==> config.mk <==
export PLATFORM = sky130hd
export DESIGN_NAME = c_lock_rr_arbiter_flat
export DESIGN_NICKNAME = d
export VERILOG_FILES = /design/src/rtl/c_lock_rr_arbiter_pkg.sv /design/src/rtl/c_lock_rr_arbiter_if.sv /design/src/rtl/c_lock_rr_arbiter_rr_select.sv /design/src/rtl/c_lock_rr_arbiter.sv /design/src/flat_wrapper.sv
export SDC_FILE = /design/constraint.sdc
export NUM_CORES = 1
export LEC_CHECK = 0
export CAP_MARGIN = 20
export CORE_AREA = 4 4 81 83
export DETAILED_ROUTE_END_ITERATION = 16
export DIE_AREA = 0 0 85 87
export PLACE_DENSITY = 0.66
export SYNTH_ARGS = -nofsm -noshare
export SYNTH_HDL_FRONTEND = slang
export SYNTH_SLANG_ARGS = --single-unit
==> constraint.sdc <==
create_clock -name clk -period 6.3 [get_ports clk]
set_input_delay 1.575 -clock clk [delete_from_list [all_inputs] [get_ports clk]]
set_output_delay 1.575 -clock clk [all_outputs]
set_load 0.01 [all_outputs]
==> src/rtl/c_lock_rr_arbiter_pkg.sv <==
// Shared types and helpers for the packet-locking round-robin arbiter.
// Latency: n/a (declarations only).
// Backpressure: n/a.
// Contents: lock FSM state encoding and the clogb width helper.
package c_lock_rr_arbiter_pkg;

  typedef enum logic {
    LOCK_ARB_STATE_IDLE   = 1'b0,
    LOCK_ARB_STATE_LOCKED = 1'b1
  } lock_arb_state_t;

  // Ceiling log2 with a floor of one bit, so a 1-entry index still has width.
  function automatic int clogb(input int value);
    int width;
    width = 1;
    for (int i = 1; i < 31; i++) begin
      if ((1 << i) < value) width = i + 1;
    end
    return width;
  endfunction

endpackage

==> src/rtl/c_lock_rr_arbiter_if.sv <==
// Request/grant bundle between requesters (master) and the arbiter (slave).
// Latency: n/a (wires only).
// Backpressure: grants are the only flow control; a port without gnt holds its flit.
// Signals: active, req_pr (level-major), tail, gnt_pr, gnt, locked, owner,
// and lock_abort when C_LOCK_ARB_IDLE_TIMEOUT_EN is defined.
interface c_lock_rr_arbiter_if #(
  parameter int num_ports      = 8,
  parameter int num_priorities = 1
);
  import c_lock_rr_arbiter_pkg::*;

  localparam int port_idx_width = clogb(num_ports);

  logic                                active;
  logic [num_priorities*num_ports-1:0] req_pr;
  logic [num_ports-1:0]                tail;
  logic [num_priorities*num_ports-1:0] gnt_pr;
  logic [num_ports-1:0]                gnt;
  logic                                locked;
  logic [port_idx_width-1:0]           owner;
`ifdef C_LOCK_ARB_IDLE_TIMEOUT_EN
  logic                                lock_abort;

  modport master (output active, req_pr, tail,
                  input  gnt_pr, gnt, locked, owner, lock_abort);
  modport slave  (input  active, req_pr, tail,
                  output gnt_pr, gnt, locked, owner, lock_abort);
`else
  modport master (output active, req_pr, tail,
                  input  gnt_pr, gnt, locked, owner);
  modport slave  (input  active, req_pr, tail,
                  output gnt_pr, gnt, locked, owner);
`endif

endinterface

==> src/rtl/c_lock_rr_arbiter_rr_select.sv <==
// Combinational round-robin pick: first requester at or after ptr, wrapping.
// Latency: zero cycles (pure combinational).
// Backpressure: none; a request simply stays unpicked.
// Ports: req (vector), ptr (binary start) -> gnt (one-hot), idx (binary), any.
module c_rr_select #(
  parameter int num_ports = 8,
  parameter int idx_width = 3
) (
  input  logic [num_ports-1:0] req,
  input  logic [idx_width-1:0] ptr,
  output logic [num_ports-1:0] gnt,
  output logic [idx_width-1:0] idx,
  output logic                 any
);

  logic [idx_width-1:0] pos;

  // Scan offsets from farthest to nearest so the nearest requester is the
  // last assignment and therefore wins.
  always_comb begin
    gnt = '0;
    idx = '0;
    pos = '0;
    any = |req;
    for (int k = num_ports - 1; k >= 0; k--) begin
      pos = idx_width'((int'(ptr) + k) % num_ports);
      if (req[pos]) begin
        gnt      = '0;
        gnt[pos] = 1'b1;
        idx      = pos;
      end
    end
  end

endmodule

==> src/rtl/c_lock_rr_arbiter.sv <==
// Round-robin arbiter that locks the resource to a port until its tail flit is granted.
// Latency: grants are combinational (zero cycles); state updates on the next clk edge.
// Backpressure: while locked only the owner can win; others are held off until release.
// Ports: clk, reset (sync, active-high), bus (c_lock_rr_arbiter_if.slave).
// Optional: C_LOCK_ARB_IDLE_TIMEOUT_EN adds an owner-idle watchdog and lock_abort.
module c_lock_rr_arbiter
  import c_lock_rr_arbiter_pkg::*;
#(
  parameter int num_ports      = 8,
  parameter int num_priorities = 1,
  parameter int max_idle       = 16
) (
  input logic                  clk,
  input logic                  reset,
  c_lock_rr_arbiter_if.slave   bus
);

  localparam int port_idx_width = clogb(num_ports);
  localparam int lvl_width      = clogb(num_priorities);

  if (num_ports < 2 || max_idle < 1) begin : g_bad_params
    $error("c_lock_rr_arbiter: num_ports must be >= 2 and max_idle >= 1");
  end

  lock_arb_state_t             state_q, state_d;
  logic [port_idx_width-1:0]   ptr_q, ptr_d;
  logic [port_idx_width-1:0]   owner_q, owner_d;

  logic [num_ports-1:0]        lvl_req [num_priorities];
  logic [num_ports-1:0]        lvl_gnt [num_priorities];
  logic [port_idx_width-1:0]   lvl_idx [num_priorities];
  logic [num_priorities-1:0]   lvl_any;
  logic [num_priorities-1:0]   own_req;
  logic [num_ports-1:0]        owner_oh;

  logic                        arb_en;
  logic                        abort;
  logic                        win_vld;
  logic [lvl_width-1:0]        win_lvl;
  logic [num_ports-1:0]        win_oh;
  logic [port_idx_width-1:0]   win_idx;

  function automatic logic [port_idx_width-1:0] next_port(input logic [port_idx_width-1:0] idx);
    return (int'(idx) == num_ports - 1) ? '0 : idx + 1'b1;
  endfunction

  for (genvar p = 0; p < num_priorities; p++) begin : g_lvl
    assign lvl_req[p] = bus.req_pr[p*num_ports +: num_ports];
    assign own_req[p] = lvl_req[p][owner_q];

    c_rr_select #(
      .num_ports (num_ports),
      .idx_width (port_idx_width)
    ) u_sel (
      .req (lvl_req[p]),
      .ptr (ptr_q),
      .gnt (lvl_gnt[p]),
      .idx (lvl_idx[p]),
      .any (lvl_any[p])
    );
  end

  assign owner_oh = num_ports'(1) << owner_q;

`ifdef C_LOCK_ARB_IDLE_TIMEOUT_EN
  localparam int cnt_width = clogb(max_idle + 1);
  logic [cnt_width-1:0] idle_cnt_q, idle_cnt_d;

  // The abort cycle is the one in which the counter already sits at max_idle.
  assign abort = !reset && bus.active && (state_q == LOCK_ARB_STATE_LOCKED) &&
                 (idle_cnt_q == cnt_width'(max_idle));

  always_comb begin
    idle_cnt_d = idle_cnt_q;
    // Any grant either serves the owner or enters LOCKED; both restart the count.
    if (win_vld || abort) begin
      idle_cnt_d = '0;
    end else if (bus.active && (state_q == LOCK_ARB_STATE_LOCKED) &&
                 (idle_cnt_q != cnt_width'(max_idle))) begin
      idle_cnt_d = idle_cnt_q + 1'b1;
    end
  end

  always_ff @(posedge clk) begin
    if (reset) idle_cnt_q <= '0;
    else       idle_cnt_q <= idle_cnt_d;
  end
`else
  assign abort = 1'b0;
`endif

  assign arb_en = bus.active && !reset && !abort;

  // Winner selection; lowest level wins because it is assigned last.
  always_comb begin
    win_vld = 1'b0;
    win_lvl = '0;
    win_oh  = '0;
    win_idx = '0;
    if (arb_en) begin
      for (int p = num_priorities - 1; p >= 0; p--) begin
        if (state_q == LOCK_ARB_STATE_LOCKED) begin
          if (own_req[p]) begin
            win_vld = 1'b1;
            win_lvl = lvl_width'(p);
            win_oh  = owner_oh;
            win_idx = owner_q;
          end
        end else if (lvl_any[p]) begin
          win_vld = 1'b1;
          win_lvl = lvl_width'(p);
          win_oh  = lvl_gnt[p];
          win_idx = lvl_idx[p];
        end
      end
    end
  end

  // State register
  always_ff @(posedge clk) begin
    if (reset) begin
      state_q <= LOCK_ARB_STATE_IDLE;
      ptr_q   <= '0;
      owner_q <= '0;
    end else begin
      state_q <= state_d;
      ptr_q   <= ptr_d;
      owner_q <= owner_d;
    end
  end

  // Next state; the pointer only advances when a packet completes or is aborted.
  always_comb begin
    state_d = state_q;
    ptr_d   = ptr_q;
    owner_d = owner_q;
    if (abort) begin
      state_d = LOCK_ARB_STATE_IDLE;
      ptr_d   = next_port(owner_q);
    end else if (win_vld) begin
      if (bus.tail[win_idx]) begin
        state_d = LOCK_ARB_STATE_IDLE;
        ptr_d   = next_port(win_idx);
      end else begin
        state_d = LOCK_ARB_STATE_LOCKED;
        owner_d = win_idx;
      end
    end
  end

  // Outputs
  always_comb begin
    bus.gnt_pr = '0;
    bus.gnt    = win_oh;
    for (int p = 0; p < num_priorities; p++) begin
      if (win_vld && (int'(win_lvl) == p)) bus.gnt_pr[p*num_ports +: num_ports] = win_oh;
    end
    bus.locked = (state_q == LOCK_ARB_STATE_LOCKED);
    bus.owner  = owner_q;
`ifdef C_LOCK_ARB_IDLE_TIMEOUT_EN
    bus.lock_abort = abort;
`endif
  end

  a_no_req_inactive: assert property (@(posedge clk) disable iff (reset)
    !bus.active |-> (bus.req_pr == '0));

endmodule
==> src/flat_wrapper.sv <==
// flat-port wrapper written by rule: the top's interface ports become plain ports
module c_lock_rr_arbiter_flat import c_lock_rr_arbiter_pkg::*;
#(
  parameter int num_ports      = 8,
  parameter int num_priorities = 1,
  parameter int max_idle       = 16
)
  (clk, reset, bus_active, bus_req_pr, bus_tail, bus_gnt_pr, bus_gnt, bus_locked, bus_owner);
  c_lock_rr_arbiter_if #(.num_ports(num_ports), .num_priorities(num_priorities)) bus_i ();
  input logic clk;
  input logic reset;
  input wire logic [$bits(bus_i.active)-1:0] bus_active;
  input wire logic [$bits(bus_i.req_pr)-1:0] bus_req_pr;
  input wire logic [$bits(bus_i.tail)-1:0] bus_tail;
  output wire logic [$bits(bus_i.gnt_pr)-1:0] bus_gnt_pr;
  output wire logic [$bits(bus_i.gnt)-1:0] bus_gnt;
  output wire logic [$bits(bus_i.locked)-1:0] bus_locked;
  output wire logic [$bits(bus_i.owner)-1:0] bus_owner;
  assign bus_i.active = bus_active;
  assign bus_i.req_pr = bus_req_pr;
  assign bus_i.tail = bus_tail;
  assign bus_gnt_pr = bus_i.gnt_pr;
  assign bus_gnt = bus_i.gnt;
  assign bus_locked = bus_i.locked;
  assign bus_owner = bus_i.owner;
  c_lock_rr_arbiter #(.num_ports(num_ports), .num_priorities(num_priorities), .max_idle(max_idle)) u_core (.clk(clk), .reset(reset), .bus(bus_i));
endmodule
* After elaboration in Yosys (flattened, before gate mapping) *
Cells that the tools add are included.

word-level totals
  bits in registers = 7
  input port bits = 19
  logic and storage cells = 112

operators by class
  add/sub/neg operators = 8
  magnitude comparators = 18
  equality and inequality tests = 1
  shift-type cells = 1
  multiplexer cells = 67
  bitwise operators = 1
  reduce and logical (&&, ||, !) cells = 13

operators with widths
  operator                                                                number
  8-bit two-way mux                                                       13
  3-bit by 4-bit < comparator with 1-bit output (second input constant)   10
  3-bit two-way mux                                                       13
  1-bit binary-select mux with 3-bit select                               10
  1-bit demux with 3-bit select                                           8
  3-bit by 1-bit >= comparator with 1-bit output (second input constant)  8
  1-bit two-way mux                                                       23
  3-bit adder (second input constant)                                     4
  1-bit logical AND                                                       9
  8-bit OR reduction                                                      1
  1-bit by 3-bit << shifter with 8-bit output (first input constant)      1
  3-bit by 1-bit adder with 3-bit output (second input constant)          2
  3-bit by 2-bit adder with 3-bit output (second input constant)          2
  2-bit AND reduction                                                     2
  3-bit by 1-bit == test with 1-bit output (second input constant)        1
  1-bit logical NOT                                                       1
  1-bit inverter                                                          1

* Logic depth before layout (Yosys ltp) *
Gate-level depths: netlist of the first run.

  depth in word-level cells = 18
  depth in mapped cells = 17
  depth with buffers taken out = 12

* By module *
Synthesis of the first run repeated with hierarchy kept, for this count alone.

second synthesis, totals
  cell total of the unflattened synthesis = 402
  area total of the unflattened synthesis = 2,882.8 um^2

by module, submodules not included
  module             times used  cells an instance  area an instance (um^2)
  c_rr_select        1           294                2,063.2
  c_lock_rr_arbiter  1           108                819.5

* Least setup slack after synthesis of the first run *
OpenSTA, ideal clock, no wires.

  path type = input to output
  from = input bus_req_pr[0]
  to = output bus_gnt[0]
  arrival time = 3,731 ps
  required time = 4,725 ps
  setup slack = 994 ps
  stages = 10
  cell sequence = clkbuf_1 > mux4_2 > mux2_2 > o31ai_1 > o21ai_0 > o21ai_1 > a31oi_1 > o311ai_1 > o211ai_1 > a21oi_1

on the way
  cells in the longest elaborated chain, start to end = 13
  elaborated cells on any way between the ends = 31
  those cells by class = mux (30); reduce/logical (1)

ends and longest elaborated chain
  item                                       line                               source
  start: declaration                         flat_wrapper.sv:13                 input wire logic [$bits(bus_i.req_pr)-1:0] bus_req_pr;
  1-bit binary-select mux with 3-bit select  c_lock_rr_arbiter_rr_select.sv:27  if (req[pos]) begin
  1-bit two-way mux (not written as such)    c_lock_rr_arbiter_rr_select.sv:27
  8-bit two-way mux (8 in series)            c_lock_rr_arbiter_rr_select.sv:27
  8-bit two-way mux                          c_lock_rr_arbiter.sv:109           end else if (lvl_any[p]) begin
  8-bit two-way mux *                        c_lock_rr_arbiter.sv:102           if (state_q == LOCK_ARB_STATE_LOCKED) begin
  8-bit two-way mux *                        c_lock_rr_arbiter.sv:100           if (arb_en) begin
  end: declaration                           flat_wrapper.sv:16                 output wire logic [$bits(bus_i.gnt)-1:0] bus_gnt;

Mark *: on every way between the ends. The rest lies on a longest branch, timed or not. The select of a mux whose other input is x is not followed.

* Worst setup path after layout of the first run *
  from = input bus_req_pr[3]
  to = output bus_gnt[4]

Same word-level chain as after synthesis.

==> flow_summary.yaml, run 1 <==
floorplan:
  core_sq_um: 5850
  dieArea_sq_um: 7400
  rows: 28
  start_util: 0.434
  io_pins: 39
  die_x_um: 85
  die_height_um: 87
power:
  power_density_nw_per_um2: 410
  peakVddDrop_uv: 316
  leakage_nw: 1.28
detailed_routing:
  dr_total_vias: 2923
  detail_route.iter0.violations: 339
  viasPerCell: 6.40
  ant_nets: 0
  finalWirelength_um: 8350
  drc_errors: 0
  drt-wirelength-per-cell_um: 18.3
  drt_first_pass_iters: 5
flow_run:
  maxCapViolCount: 0
clocking:
  numClockSinks: 7
  htreeDepth: 1
  clock_latency_ns: 0.22
  cts_buffer_depth: 2
  cts_buffers: 3
  ctsHoldBuffers: 0
  root_buffer: "clkbuf_8"
  cts_setup_buffers: 0
  path_clk_slew_ns: 0.04
  cts_tree: "built"
timing:
  fmax_mhz: 162
  fin_tns_setup_ns: 0
  timing_max_transition_violations_final: 0
  slew_headroom: 0.525
  hold_viol: 0
  finalCritPeriodShare: 0.980
  finalClockSkew_ns: 0.000596
  setup_viol: 0
  fin_crit_ns: 6.17
  tightest_slew_ns: 0.707
synth:
  synth_nets: 363
  seq_area_frac_synth: 0.0552
  netlist_instances: 337
  synth.most_common_cell: "nand2_1"
  ys_ff_latch: 7
  ys.warnings.count: 0
  synth_common_cells: "39 x nand2_1, 23 x nand3_1, 22 x clkbuf_1, 20 x a21oi_1"
  synth.top_cell.area_share: 0.151
  synth_flop_cell: "dfxtp_1"
  synthesis.area_sq_um: 2540
  yosys.area.top_type: "mux4_2"
  netlist_top_cells_area: "mux4_2 15%, mux2i_1 7.1%, nand2_1 5.8%, dfxtp_1 5.5%, nand3_1 4.5%"
  avgSynthCellArea_sq_um: 7.53
  synthArstFlopShare: 0
  synth_edf_count: 0
  yosysUniqueCellTypes: 63
setup_path:
  regToRegStartpoint: "u_core.ptr_q[1]"
  crit_type: "primary input to output port"
  crit_path_frequent_cell: "clkdlybuf4s50_1"
  crit_fanout: 7
  critPathCaptureType: "output port"
  crit_chain: "clkdlybuf4s50_1 -> mux4_2 -> buf_4 -> and2_4 -> a21oi_1 -> nand4_1 -> a21oi_2 -> nand3_1 -> o211ai_1 -> a41oi_2 -> o21ai_1 -> clkdlybuf4s50_1"
  worstRegToRegCells: 12
  critPathTopFamily: "buffers and inverters"
  cp_data_arrival_time_ns: 4.60
  critPathSlowestCell: "clkdlybuf4s50_1"
  rrSetupSlack_ns: 2.26
  start_kind: "primary input"
  path_buf_inv: 3
  slowest_delay_ns: 0.55
  r2r_end: "u_core.ptr_q[0]"
  cp.required_ns: 4.72
cells_and_area:
  ff_latch_area_sq_um: 140
  n_antenna_cell: 0
  finalInstanceArea_sq_um: 3220
  multi_input_area_sq_um: 2250
  n_fill_cell: 567
  post-route-util: 0.551
  nets: 409
  synthToLayoutAreaGrowth_pct: 26.9
  drive_gt1_frac: 0.199
placed_design:
  dp_hpwl_um: 6550
  numPortBuffers: 38
  routabilityCongestion: 0.958
  place_area_sq_um: 3120
grt:
  grt.overflow.total: 0
  antenna_found_initial: 0
  grt_pass1_wl_um: 13400
  groute.usage.overall: 0.220
  grt_max_degree: 25
  grt_pass1_vias: 2722
run_status:
  status: "finished, final reports clean"
worst_hold_path:
  hold_end: "u_core.bus.locked"
  hold_path_depth: 2
  hp-start: "u_core.bus.locked"
  hp-class: "flip-flop to flip-flop"
==> through the flow <==
step | setup WS, ns | power [mW] | hold WS, ns | instances
final | 0.127 | 1.32 | 0.572 | 457
after global routing | -0.0514 | 1.43 | 0.628 | 457
after CTS | 0.0101 | 1.29 | 0.577 | 457
after detailed placement | -0.0123 | 1.22 | 0.565 | 453
after global placement | 0.0442 | 1.21 | 0.563 | 453
after floorplan | 0.994 | 0.891 | 0.557 | 337
==> layout make-up <==
class | instances | share of cell area
multi-input cells | 290 | 0.700
repair buffers | 71 | 0.202
flip-flops and latches | 7 | 0.0435
well taps | 75 | 0.0291
clock buffers | 4 | 0.0140
inverters | 10 | 0.0117
==> worst reg2reg max path, delay by kind of cell (launching register included) <==
kind,cells,cell delay [ns]
AO/OA/AOI/OAI,4,0.79
buffers and inverters,3,0.50
adder cells (fa/ha/maj),1,0.57
multiplexers,4,1.76
flip-flops,1,0.32
==> logic make-up after synthesis <==
group / count (synthesis) / synth area share
simple gates: 127 / 0.245
compound gates: 107 / 0.308
mux: 44 / 0.265
buf+inv: 40 / 0.0700
fa+ha+maj: 7 / 0.0345
flops: 7 / 0.0552
xor+xnor: 5 / 0.0232
==> timing repair <==
| item | CTS | global route |
|---|---|---|
| pin swaps | 0 | 2 |
| setup endpoints to repair | 2 | 14 |
| gates resized for setup | 2 | 20 |
==> worst max path at each step <==
stage	to	depth (start not counted)	start	slack, ns
6_report	bus_gnt[4]	12	bus_req_pr[3]	0.13
3_5_place_dp	bus_gnt_pr[1]	12	bus_req_pr[2]	-0.01
5_1_grt	bus_gnt[4]	12	bus_req_pr[1]	-0.05
4_1_cts	bus_gnt_pr[0]	11	bus_req_pr[2]	0.01
2_1_floorplan	bus_gnt[0]	10	bus_req_pr[0]	0.99
3_3_place_gp	bus_gnt[0]	11	bus_req_pr[2]	0.04
==> where the power goes <==
part	internal (mW)	switching [mW]	total, mW
clock network	0.0436	0.0177	0.0614
registers	0.0576	0.0243	0.0819
logic	0.496	0.682	1.18
==> metal layers <==
layer | up-vias | GRT usage | wire, um
met2 | 134 | 0.386 | 4060
li1 | 1396 | - | -
met3 | 6 | 0.0170 | 590
met1 | 1387 | 0.302 | 3650
met4 | 0 | 0.0317 | 41
met5 | - | 0 | 0
==> state kept, by name, summed over array words and instances (netlist names) <==
register and cells:
u_core.bus.locked 1, u_core.ptr_q 3, u_core.bus.owner 3
==> layout by cell type, fill, tap and decap left out, types with 4 or more instances in the layout <==
master | netlist | final
o22ai_1 | 4 | 4
a22o_1 | 4 | 4
nor2b_1 | 6 | 6
o21ai_0 | 16 | 13
mux2i_1 | 18 | 17
or3_1 | 7 | 7
buf_4 | 0 | 33
a22oi_1 | 12 | 12
dlymetal6s2s_1 | 0 | 10
o21ai_1 | 2 | 5
nand4_1 | 4 | 4
nand3_1 | 23 | 23
nand2_1 | 39 | 39
nand2b_1 | 8 | 8
mux4_2 | 17 | 17
o211ai_1 | 9 | 9
a21oi_1 | 20 | 18
nor2_1 | 18 | 18
inv_1 | 8 | 8
o31ai_1 | 6 | 5
and2_1 | 6 | 6
clkdlybuf4s50_1 | 0 | 26
dfxtp_1 | 7 | 7
nor3_1 | 7 | 7
a31oi_1 | 5 | 4
ha_1 | 7 | 7
Note: power is estimated with default switching activity, not from simulation.
==> run 2: changes to the inputs <==
Settings changed: DONT_BUFFER_PORTS set to 1, PLACE_DENSITY 0.66 to 0.68.
==> flow_summary.yaml, run 2 (same netlist as run 1, synthesis figures left out) <==
run_status:
  status: "finished, final reports clean"
grt:
  grt_pass1_vias: 2487
  antenna_found_initial: 0
  groute.usage.overall: 0.206
  grt_pass1_wl_um: 12500
  grt.overflow.total: 0
  grt_max_degree: 45
power:
  p_int_mw: 0.485
  pwr-share-seq: 0.074
  switching_power_mw: 0.683
  peakVddDrop_uv: 157
  power_density_nw_per_um2: 439
  swShare: 0.585
  leakage_nw: 0.915
  p_clk_frac: 0.053
  comb_power_share: 0.872
floorplan:
  die_height_um: 87
  io_pins: 39
  dieArea_sq_um: 7400
  core_sq_um: 5850
  rows: 28
  start_util: 0.434
  die_x_um: 85
setup_path:
  regToRegStartpoint: "u_core.ptr_q[0]"
  crit_chain: "mux4_2 -> mux2_2 -> nor3_1 -> a22oi_1 -> nor2_1 -> a21oi_1 -> o221ai_1 -> nor2_1 -> o31ai_1 -> buf_4"
  cp.required_ns: 4.72
  start_kind: "primary input"
  rrSetupSlack_ns: 2.08
  crit_fanout: 12
  critPathSlowestCell: "mux4_2"
  crit_end: "bus_gnt[6]"
  crit_path_frequent_cell: "nor2_1"
  critPathCaptureType: "output port"
  r2r_end: "u_core.ptr_q[1]"
  slowest_delay_ns: 0.56
  worstRegToRegCells: 11
  cp_data_arrival_time_ns: 3.90
  crit_type: "primary input to output port"
  crit_start: "bus_req_pr[6]"
clocking:
  numClockSinks: 7
  cts_tree: "built"
  cts_resized: 0
  cts_buffer_depth: 2
  root_buffer: "clkbuf_8"
  clock_latency_ns: 0.23
  cts_setup_buffers: 0
  cts_buffers: 3
  ctsHoldBuffers: 0
  path_clk_slew_ns: 0.04
  htreeDepth: 1
timing:
  finalClockSkew_ns: 0.000583
  setup_viol: 0
  tightest_slew_ns: 0.609
  hold_viol: 0
  fmax_mhz: 183
  fin_tns_setup_ns: 0
  slew_headroom: 0.583
  timing_max_transition_violations_final: 0
  rsz0062_at_grt: "no"
  finalCritPeriodShare: 0.869
  fin_crit_ns: 5.47
detailed_routing:
  detail_route.iter0.violations: 362
  drc_errors: 0
  drt-wirelength-per-cell_um: 19.5
  dr_total_vias: 2766
  drt_first_pass_iters: 7
  viasPerCell: 6.88
  finalWirelength_um: 7820
  ant_nets: 0
placed_design:
  routabilityCongestion: 1.02
  dp_hpwl_um: 5950
  numPortBuffers: 0
cells_and_area:
  final_common_cell: "nand2_1"
  n_antenna_cell: 0
  n_fill_cell: 568
  final_cell_mix: "39 x nand2_1, 23 x nand3_1, 20 x a21oi_1"
  nets: 354
  post-route-util: 0.454
  synthToLayoutAreaGrowth_pct: 4.68
  drive_gt1_frac: 0.162
worst_hold_path:
  hp-class: "flip-flop to flip-flop"
flow_run:
  maxCapViolCount: 0
==> run 2: changes by cell type in the layout (fill, tap and decap cells not counted), sizes merged <==
cell,before,now
dlymetal6s2s,10,0
buf,33,16
clkdlybuf4s50,26,0
dlygate4sd2,2,0
==> run 2: final cells by class <==
cell class	count	area (sq um)	area share
well taps	75	93.8	0.0353
inverters	10	37.5	0.0141
flip-flops and latches	7	140	0.0527
clock buffers	4	45.0	0.0169
multi-input cells	290	2220	0.836
repair buffers	16	120	0.0452
==> run 2: layer usage <==
layer  wire [um]  global-route usage
met5           0                   0
met4         266              0.0849
met3         596              0.0161
met2        3630               0.328
met1        3330               0.286
==> run 2: through the flow <==
stage	setup slack [ns]	hold WS, ns	power (mW)	std cells	cell area (sq um)
after floorplan	0.994	0.557	0.891	337	2540
after global placement	0.874	0.611	1.07	398	2610
after detailed placement	0.868	0.614	1.08	398	2610
after CTS	0.850	0.625	1.15	402	2660
after global routing	0.596	0.653	1.26	402	2660
final	0.828	0.619	1.17	402	2660
==> run 2: worst max-delay path, delay by kind of cell <==
kind / cells / cell delay [ns]
AND/OR/NAND/NOR: 3 / 0.59
buffers and inverters: 1 / 0.17
multiplexers: 2 / 0.92
AO/OA/AOI/OAI: 4 / 0.65
==> run 2: power by group through the flow <==
| stage | logic [mW] | clock network, mW | registers, mW |
|---|---|---|---|
| floorplan | 0.817 | 0 | 0.0734 |
| global placement | 0.987 | 0 | 0.0875 |
| detailed placement | 0.996 | 0 | 0.0877 |
| CTS | 1.00 | 0.0641 | 0.0871 |
| global route | 1.11 | 0.0661 | 0.0909 |
| finish | 1.02 | 0.0621 | 0.0870 |
==> run 2: worst min-delay path by stage <==
| stage | depth (start not counted) | slack (ns) | end | startpoint |
|---|---|---|---|---|
| floorplan | 2 | 0.56 | u_core.bus.locked | u_core.bus.locked |
| finish | 2 | 0.62 | u_core.bus.locked | u_core.bus.locked |
| detailed placement | 2 | 0.61 | u_core.bus.locked | u_core.bus.locked |
| CTS | 2 | 0.63 | u_core.bus.locked | u_core.bus.locked |
| global placement | 2 | 0.61 | u_core.bus.locked | u_core.bus.locked |
| global route | 2 | 0.65 | u_core.bus.locked | u_core.bus.locked |
